File: src/rtl/debug_run_controller.sv
// Host-driven sequencer for the MIPS_DLX pipeline: loads instruction memory from
// a byte stream, then runs free or single-steps the pipeline until a halt retires.
module debug_run_controller #(
   parameter logic [31:0] HALT_WORD = 32'hFFFF_FFFF,
   parameter int unsigned ADDR_W    = 10
) (
   input  logic              clock,
   input  logic              reset,
   input  logic [7:0]        rx_data,
   input  logic              rx_valid,
   input  logic              wb_halt,
   output logic              pipe_enable,
   output logic              pipe_reset,
   output logic              imem_we,
   output logic [ADDR_W-1:0] imem_addr,
   output logic [31:0]       imem_wdata,
   output logic [31:0]       cycle_count,
   output logic [2:0]        state,
   output logic              done
);

   localparam logic [2:0] IDLE    = 3'd0;
   localparam logic [2:0] LD_CNT  = 3'd1;
   localparam logic [2:0] LD_DATA = 3'd2;
   localparam logic [2:0] RUN     = 3'd3;
   localparam logic [2:0] STEP    = 3'd4;
   localparam logic [2:0] DONE    = 3'd5;

   localparam logic [7:0] CMD_LOAD  = 8'h4C;
   localparam logic [7:0] CMD_RUN   = 8'h52;
   localparam logic [7:0] CMD_STEP  = 8'h53;
   localparam logic [7:0] CMD_QUIT  = 8'h51;
   localparam logic [7:0] CMD_TICK  = 8'h73;

   localparam logic [ADDR_W-1:0] ADDR_ONE = ADDR_W'(1);

   logic [1:0] byte_idx;
   logic [8:0] words_left;

   logic cmd_quit;
   logic cmd_tick;
   logic halt_seen;
   logic step_halt;

   assign cmd_quit  = rx_valid && (rx_data == CMD_QUIT);
   assign cmd_tick  = rx_valid && (rx_data == CMD_TICK);
   // wb_halt still reflects the old pipeline contents while pipe_reset is high
   assign halt_seen = wb_halt && !pipe_reset;
   assign step_halt = halt_seen && (pipe_enable || cmd_tick);

   always_ff @(posedge clock) begin
      if (reset) begin
         state       <= IDLE;
         pipe_enable <= 1'b0;
         pipe_reset  <= 1'b0;
         imem_we     <= 1'b0;
         imem_addr   <= '0;
         imem_wdata  <= '0;
         cycle_count <= '0;
         done        <= 1'b0;
         byte_idx    <= '0;
         words_left  <= '0;
      end else begin
         imem_we    <= 1'b0;
         pipe_reset <= 1'b0;

         if (imem_we)
            imem_addr <= imem_addr + ADDR_ONE;

         if (pipe_enable && (cycle_count != '1))
            cycle_count <= cycle_count + 32'd1;

         case (state)
            IDLE: begin
               pipe_enable <= 1'b0;
               if (rx_valid) begin
                  if (rx_data == CMD_LOAD) begin
                     state <= LD_CNT;
                  end else if (rx_data == CMD_RUN) begin
                     state       <= RUN;
                     pipe_reset  <= 1'b1;
                     cycle_count <= '0;
                  end else if (rx_data == CMD_STEP) begin
                     state       <= STEP;
                     pipe_reset  <= 1'b1;
                     cycle_count <= '0;
                  end
               end
            end

            LD_CNT: begin
               if (rx_valid) begin
                  words_left <= (rx_data == 8'h00) ? 9'd256 : {1'b0, rx_data};
                  imem_addr  <= '0;
                  byte_idx   <= '0;
                  state      <= LD_DATA;
               end
            end

            LD_DATA: begin
               if (rx_valid) begin
                  imem_wdata <= {imem_wdata[23:0], rx_data};
                  byte_idx   <= byte_idx + 2'd1;
                  if (byte_idx == 2'd3) begin
                     imem_we    <= 1'b1;
                     words_left <= words_left - 9'd1;
                     if (words_left == 9'd1)
                        state <= IDLE;
                  end
               end
            end

            RUN: begin
               // the cycle that samples the halt was enabled; it is counted above
               if (halt_seen || cmd_quit) begin
                  state       <= DONE;
                  pipe_enable <= 1'b0;
                  done        <= 1'b1;
               end else begin
                  pipe_enable <= 1'b1;
               end
            end

            STEP: begin
               pipe_enable <= 1'b0;
               if (step_halt) begin
                  state <= DONE;
                  done  <= 1'b1;
               end else if (cmd_quit) begin
                  state <= IDLE;
               end else if (cmd_tick) begin
                  pipe_enable <= 1'b1;
               end
            end

            DONE: begin
               pipe_enable <= 1'b0;
               if (rx_valid) begin
                  state <= IDLE;
                  done  <= 1'b0;
               end
            end

            default: begin
               state       <= IDLE;
               pipe_enable <= 1'b0;
               done        <= 1'b0;
            end
         endcase
      end
   end

endmodule

File: config.mk
export PLATFORM = sky130hd
export DESIGN_NAME = debug_run_controller
export DESIGN_NICKNAME = d
export VERILOG_FILES = /design/src/rtl/debug_run_controller.sv
export SDC_FILE = /design/constraint.sdc
export NUM_CORES = 1
export LEC_CHECK = 0
export ABC_AREA = 1
export CAP_MARGIN = 0
export CORE_ASPECT_RATIO = 0.5
export CORE_MARGIN = 5
export CORE_UTILIZATION = 44
export CTS_BUF_LIST = sky130_fd_sc_hd__clkbuf_4
export CTS_CLUSTER_SIZE = 16
export DETAILED_ROUTE_END_ITERATION = 10
export PLACE_DENSITY_LB_ADDON = 0.3
export SYNTH_ARGS = -nofsm -noshare
export SYNTH_HDL_FRONTEND = slang
export SYNTH_SLANG_ARGS = --single-unit
File: constraint.sdc
create_clock -name clock -period 2.7 [get_ports clock]
set_clock_uncertainty 0.05 [all_clocks]
set_input_delay 0.27 -clock clock [delete_from_list [all_inputs] [get_ports clock]]
set_output_delay 0.27 -clock clock [all_outputs]
set_load 0.005 [all_outputs]
# Yosys cells after proc, flatten, opt, wreduce, memory -nomap -nowiden

Cells that the tools add are included.

Flip-flop bits (word level): 92
Bits of input ports: 12
Output and inout bits: 81

$add $sub $neg: 4
Equality and inequality tests: 23
Muxes and demuxes: 42
Bitwise logic cells: 4
Reduce and logical (&&, ||, !) cells: 20

Operators with widths:

| kind                                                               | count |
|---|---|
| 32-bit 2-to-1 mux                                                  | 6 |
| 8-bit by 7-bit == test with 1-bit output, second input constant    | 5 |
| 3-bit 2-to-1 mux                                                   | 12 |
| 9-bit 2-to-1 mux                                                   | 4 |
| 32-bit by 1-bit adder with 32-bit output, second input constant    | 1 |
| 32-bit inequality test, second input constant                      | 1 |
| 10-bit 2-to-1 mux                                                  | 3 |
| 3-bit one-hot mux with 6 select lines                              | 1 |
| 9-bit one-hot mux with 2 select lines                              | 1 |
| 2-bit inequality test, second input constant                       | 8 |
| 10-bit by 1-bit adder with 10-bit output, second input constant    | 1 |
| 1-bit 2-to-1 mux                                                   | 10 |
| 9-bit by 1-bit == test with 1-bit output, second input constant    | 1 |
| 9-bit AND reduction                                                | 1 |
| 9-bit by 1-bit subtractor with 9-bit output, second input constant | 1 |
| 8-bit zero test                                                    | 1 |
| 4-bit AND reduction                                                | 2 |
| 3-bit by 2-bit == test with 1-bit output, second input constant    | 2 |
| 3-bit == test, second input constant                               | 2 |
| 3-bit OR reduction                                                 | 2 |
| 1-bit logical AND                                                  | 5 |
| 2-bit 2-to-1 mux                                                   | 2 |
| 4-bit inequality test, second input constant                       | 1 |
| 1-bit inverter                                                     | 4 |
| 15 further kinds                                                   | 16 |

# Depth between registers and ports, before layout

Depth in word-level cells: 8
Gate-level depth with buffers: 10

# Worst setup path after synthesis

No wires, ideal clock.

Kind: register to register
Start point: register cycle_count[0]
End point: register cycle_count[1]
Arrival: 1.552 ns
Data required time: 2.534 ns
Path slack: 0.982 ns
Cell stages (with the launch flop): 10
Cell sequence: dfxtp_1 > ha_1 > nand2_2 > nor2_4 > nand2_2 > nor2_4 > a21oi_2 > buf_6 > o21ai_0 > nor2_1

Word-level cells in the longest chain between the ends: 8

RTL lines:

| element                                                                                          | line | text |
|---|---|---|
| from (decl)                                                                                      | 17   | `output logic [31:0] cycle_count,` |
| from (signal assigned)                                                                           | 71   | `cycle_count <= cycle_count + 32'd1;` |
| parallel branches: the longest is 2 deep, another holds 32-bit by 1-bit adder with 32-bit output | -    |  |
| 32-bit 2-to-1 mux *                                                                              | 70   | `if (pipe_enable && (cycle_count != '1))` |
| 32-bit 2-to-1 mux                                                                                | 83   | `end else if (rx_data == CMD_STEP) begin` |
| 32-bit 2-to-1 mux                                                                                | 79   | `end else if (rx_data == CMD_RUN) begin` |
| 32-bit 2-to-1 mux                                                                                | 77   | `if (rx_data == CMD_LOAD) begin` |
| 32-bit 2-to-1 mux                                                                                | 76   | `if (rx_valid) begin` |
| 32-bit 2-to-1 mux *                                                                              | 73   | `case (state)` |

Mark *: on every way between the ends.
A chain may end at the register's enable or synchronous reset.

# Final worst setup path

Start point: register cycle_count[1]
End point: register cycle_count[20]

The elaborated chain is that of the path after synthesis.

==> summary.txt <==
Clock network
  – Largest buffer count on any clock path: 2
  – Root buf cell: clkbuf_4
  – CTS tree: yes
  – # hold bufs at CTS: 0
  – CTS-repair resized insts: 0
  – CTS clk-pin slew, worst paths: 160 ps
  – Clock buffer count from CTS: 9
  – # Post-CTS Setup Buffers: 0
  – Clock latency on the worst-skew pair: about 460 ps
  – H-tree depth: 3
  – CTS sink cnt: 92

STA
  – Part of the cycle the worst path needs: 87.9%
  – Final hold violation count: 0
  – RSZ-0062 raised after global routing: no
  – Max Clock Freq: 421 MHz
  – Max Transition Viols Final: 0
  – Post-layout minimum cycle time: roughly 2400 ps
  – Worst-margin pin slew: a little under 1000 ps
  – Endpoints failing setup: 0
  – Slew headroom: 34.4%
  – Setup total negative slack: 0 ps

Synth
  – Sequential share of the synthesized area: 37.4%
  – Synth area leaders: dfxtp_1 37%, nand2_1 12%, nor2_1 9.5%
  – Post-Syn Nets: 729
  – Avg Cell Area, Syn: 6.91 sq um
  – Ys Warns: 0
  – Yosys top cell by area: dfxtp_1
  – Mapped Area: 4920 sq um
  – Most common cell in the netlist: nand2_1
  – Yosys cell types: 41
  – Top FF cell, synth: dfxtp_1
  – Async SR Flop Fraction: 0%
  – Commonest cells in the netlist: 163 x nand2_1, 124 x nor2_1, 92 x dfxtp_1, 58 x inv_1, 54 x o21ai_0
  – #FFs+latches synth: 92
  – Post-synthesis cell count: 712
  – Number of synthesized flops with an enable pin: 0
  – Post-synth top area share: between 30% and 40%

Floorplanning
  – Die width: approximately 160 um
  – Die area: 13500 sq um
  – Initial core utilization: 44.9%
  – IO Count: just over 90
  – Rows: 27
  – Core ar.: 10900 sq um
  – Die H: between 80 and 90 um

Power
  – Switch share: 27.1%
  – LEAKAGE: 2.28 nW
  – Logic pwr share: around 3.7%
  – Share of power burned in registers: 61.9%
  – Internal Power: 0.00160 W
  – Pwr dens: 363 nW/um^2
  – Clock power share: 34.4%
  – Peak VDD IR: 0.268 mV
  – P_sw: 0.000595 W

Setup path
  – WS Path Type: reg2reg
  – Crit-path max FO: 23
  – FF-to-FF End: cycle_count[20]
  – Start point of the critical path: cycle_count[1]
  – Reg2reg setup slack: 330 ps
  – Worst path max stage delay: 740 ps
  – Critical path arrival: between 2000 and 3000 ps
  – Worst setup endpoint: cycle_count[20]
  – Required time worst endpoint: 3060 ps
  – Worst R2R Path Depth: 9
  – CP delay by family, top: compound AO/OA/AOI/OAI gates
  – Worst-path cell chain: ha_1 -> nand2_2 -> nor2_4 -> nand2_2 -> nor2_4 -> a21oi_2 -> buf_4 -> o21ai_0 -> a21oi_2
  – Worst r2r src: cycle_count[1]
  – Crit path launch type: flip-flop
  – CP Depth: 9
  – Element type at the critical path end: flip-flop
  – Buf/Inv on CP: 1
  – Slowest cell on crit path: a21oi_2

Global route
  – Vias in the first global route: about 4500
  – Total global routing overflow: 0
  – First-pass GRT wire length: 22000 um
  – Tot GR Track Use: a little under 20%
  – Antenna violations before repair: 0
  – Largest net degree at the start of global routing: 42

Final layout
  – # nets final: 817
  – ANT cells: 0
  – FF+latch area: between 1500 and 2000 sq um
  – P&R area growth vs syn: 23.0%
  – Final Util: 55.3%
  – Non-filler cells, final: 950
  – # fillers: 1104
  – Multi-input logic area: 2690 sq um
  – Share of cells above drive strength 1: 9.94%

Routing
  – Iter 0 DRT Violations: 345
  – Post-route ant nets: 0
  – Final WL: about 13000 um
  – Wirelength per Cell: 13.7 um
  – Via count: roughly 4900
  – 1st-pass router iterations: 5
  – Drc violations: 0
  – DR vias/cell: 5.11

Run status
  – Status: completed

Place
  – IO buf count: 92
  – Final Wtd Congestion: 0.959
  – HPWL after DPL: 9580 um
  – Placed Instances: 934

Min path
  – Tightest Hold Check Type: in2reg

Run
  – Maxcap violations: 0
-- worst min-delay path, cell delays in order --
cell	delay, ps
clkdlybuf4s50_1	420
inv_1	120
a21oi_1	70
-- cell families after synthesis --
logic type	share of synthesized area [%]
compound gates	14.6
xor+xnor	2.85
fa+ha+maj	1.27
buf+inv	7.81
flops	37.4
simple gates	36.0
-- per-layer routing --
metal	GRT usage [%]	wire length [um]	vias up
li1	-	-	2482
met1	24.7	6030	2220
met2	32.0	5960	136
met3	5.79	875	13
met4	4.80	146	0
met5	0	0	-
-- layout make-up --
cell class / count / area share, %
Tap cell: 145 / 3.00
Sequential cell: 92 / 30.4
Clock inverter: 7 / 1.05
Inverter: 64 / 4.01
Clock buffer: 9 / 1.12
Multi-Input combinational cell: 536 / 44.5
Timing Repair Buffer: 97 / 15.8
-- stage by stage --
step           setup WS (ps)  power [W]  hold slack [ps]  instance area [sq um]
6_report                 327    0.00220              393                   6050
5_1_grt                  198    0.00230              363                   6050
4_1_cts                  373    0.00223              349                   6050
3_5_place_dp             416    0.00147              411                   5920
3_3_place_gp             472    0.00147              396                   5920
2_1_floorplan            982    0.00143              298                   4920
-- state kept, by name, indices dropped and copies added, names as in the netlist --
signal,flops
imem_addr,10
imem_wdata,32
cycle_count,32
byte_idx,2
pipe_reset,1
state,3
done,1
pipe_enable,1
words_left,9
imem_we,1
-- power groups by stage --
| stage | logic (W) | registers (W) | clock network [W] |
|---|---|---|---|
| 2_1_floorplan | 0.0000460 | 0.00139 | 0 |
| 3_3_place_gp | 0.0000796 | 0.00139 | 0 |
| 3_5_place_dp | 0.0000800 | 0.00139 | 0 |
| 4_1_cts | 0.0000803 | 0.00136 | 0.000788 |
| 5_1_grt | 0.0000893 | 0.00136 | 0.000851 |
| 6_report | 0.0000807 | 0.00136 | 0.000756 |
-- worst min path at each step --
stage                           start            end  slack (ps)  cells after the start
final                      rx_data[3]  imem_wdata[3]         390                      3
after global routing       rx_data[3]  imem_wdata[3]         360                      3
after CTS                  rx_data[3]  imem_wdata[3]         350                      3
after detailed placement         done           done         410                      2
after global placement    byte_idx[0]    byte_idx[0]         400                      1
after floorplan                 reset     pipe_reset         300                      1
-- cells in the final DEF (no fill, tap or decap), types with 2 or more instances in the layout --
cell type,netlist,routed
xnor2_1,3,3
inv_6,0,2
nor3b_1,3,3
nand3_1,41,41
a31oi_1,3,3
nand2_2,14,14
a211oi_1,2,2
a21oi_2,20,20
nand4_1,7,7
inv_2,5,5
nor2_2,4,4
nor3_2,6,6
nor2_4,5,5
clkdlybuf4s50_1,0,92
nand2_1,163,163
ha_1,5,5
nor3_1,11,11
xor2_1,13,13
nor2_1,124,124
o21ai_0,54,54
a21oi_1,36,36
buf_4,3,5
inv_1,58,58
dfxtp_1,92,92
inv_8,0,3
clkbuf_4,0,9
nor3_4,2,2
nand3b_1,6,6
o21bai_1,3,3
Power figures use the tool's default switching activity.
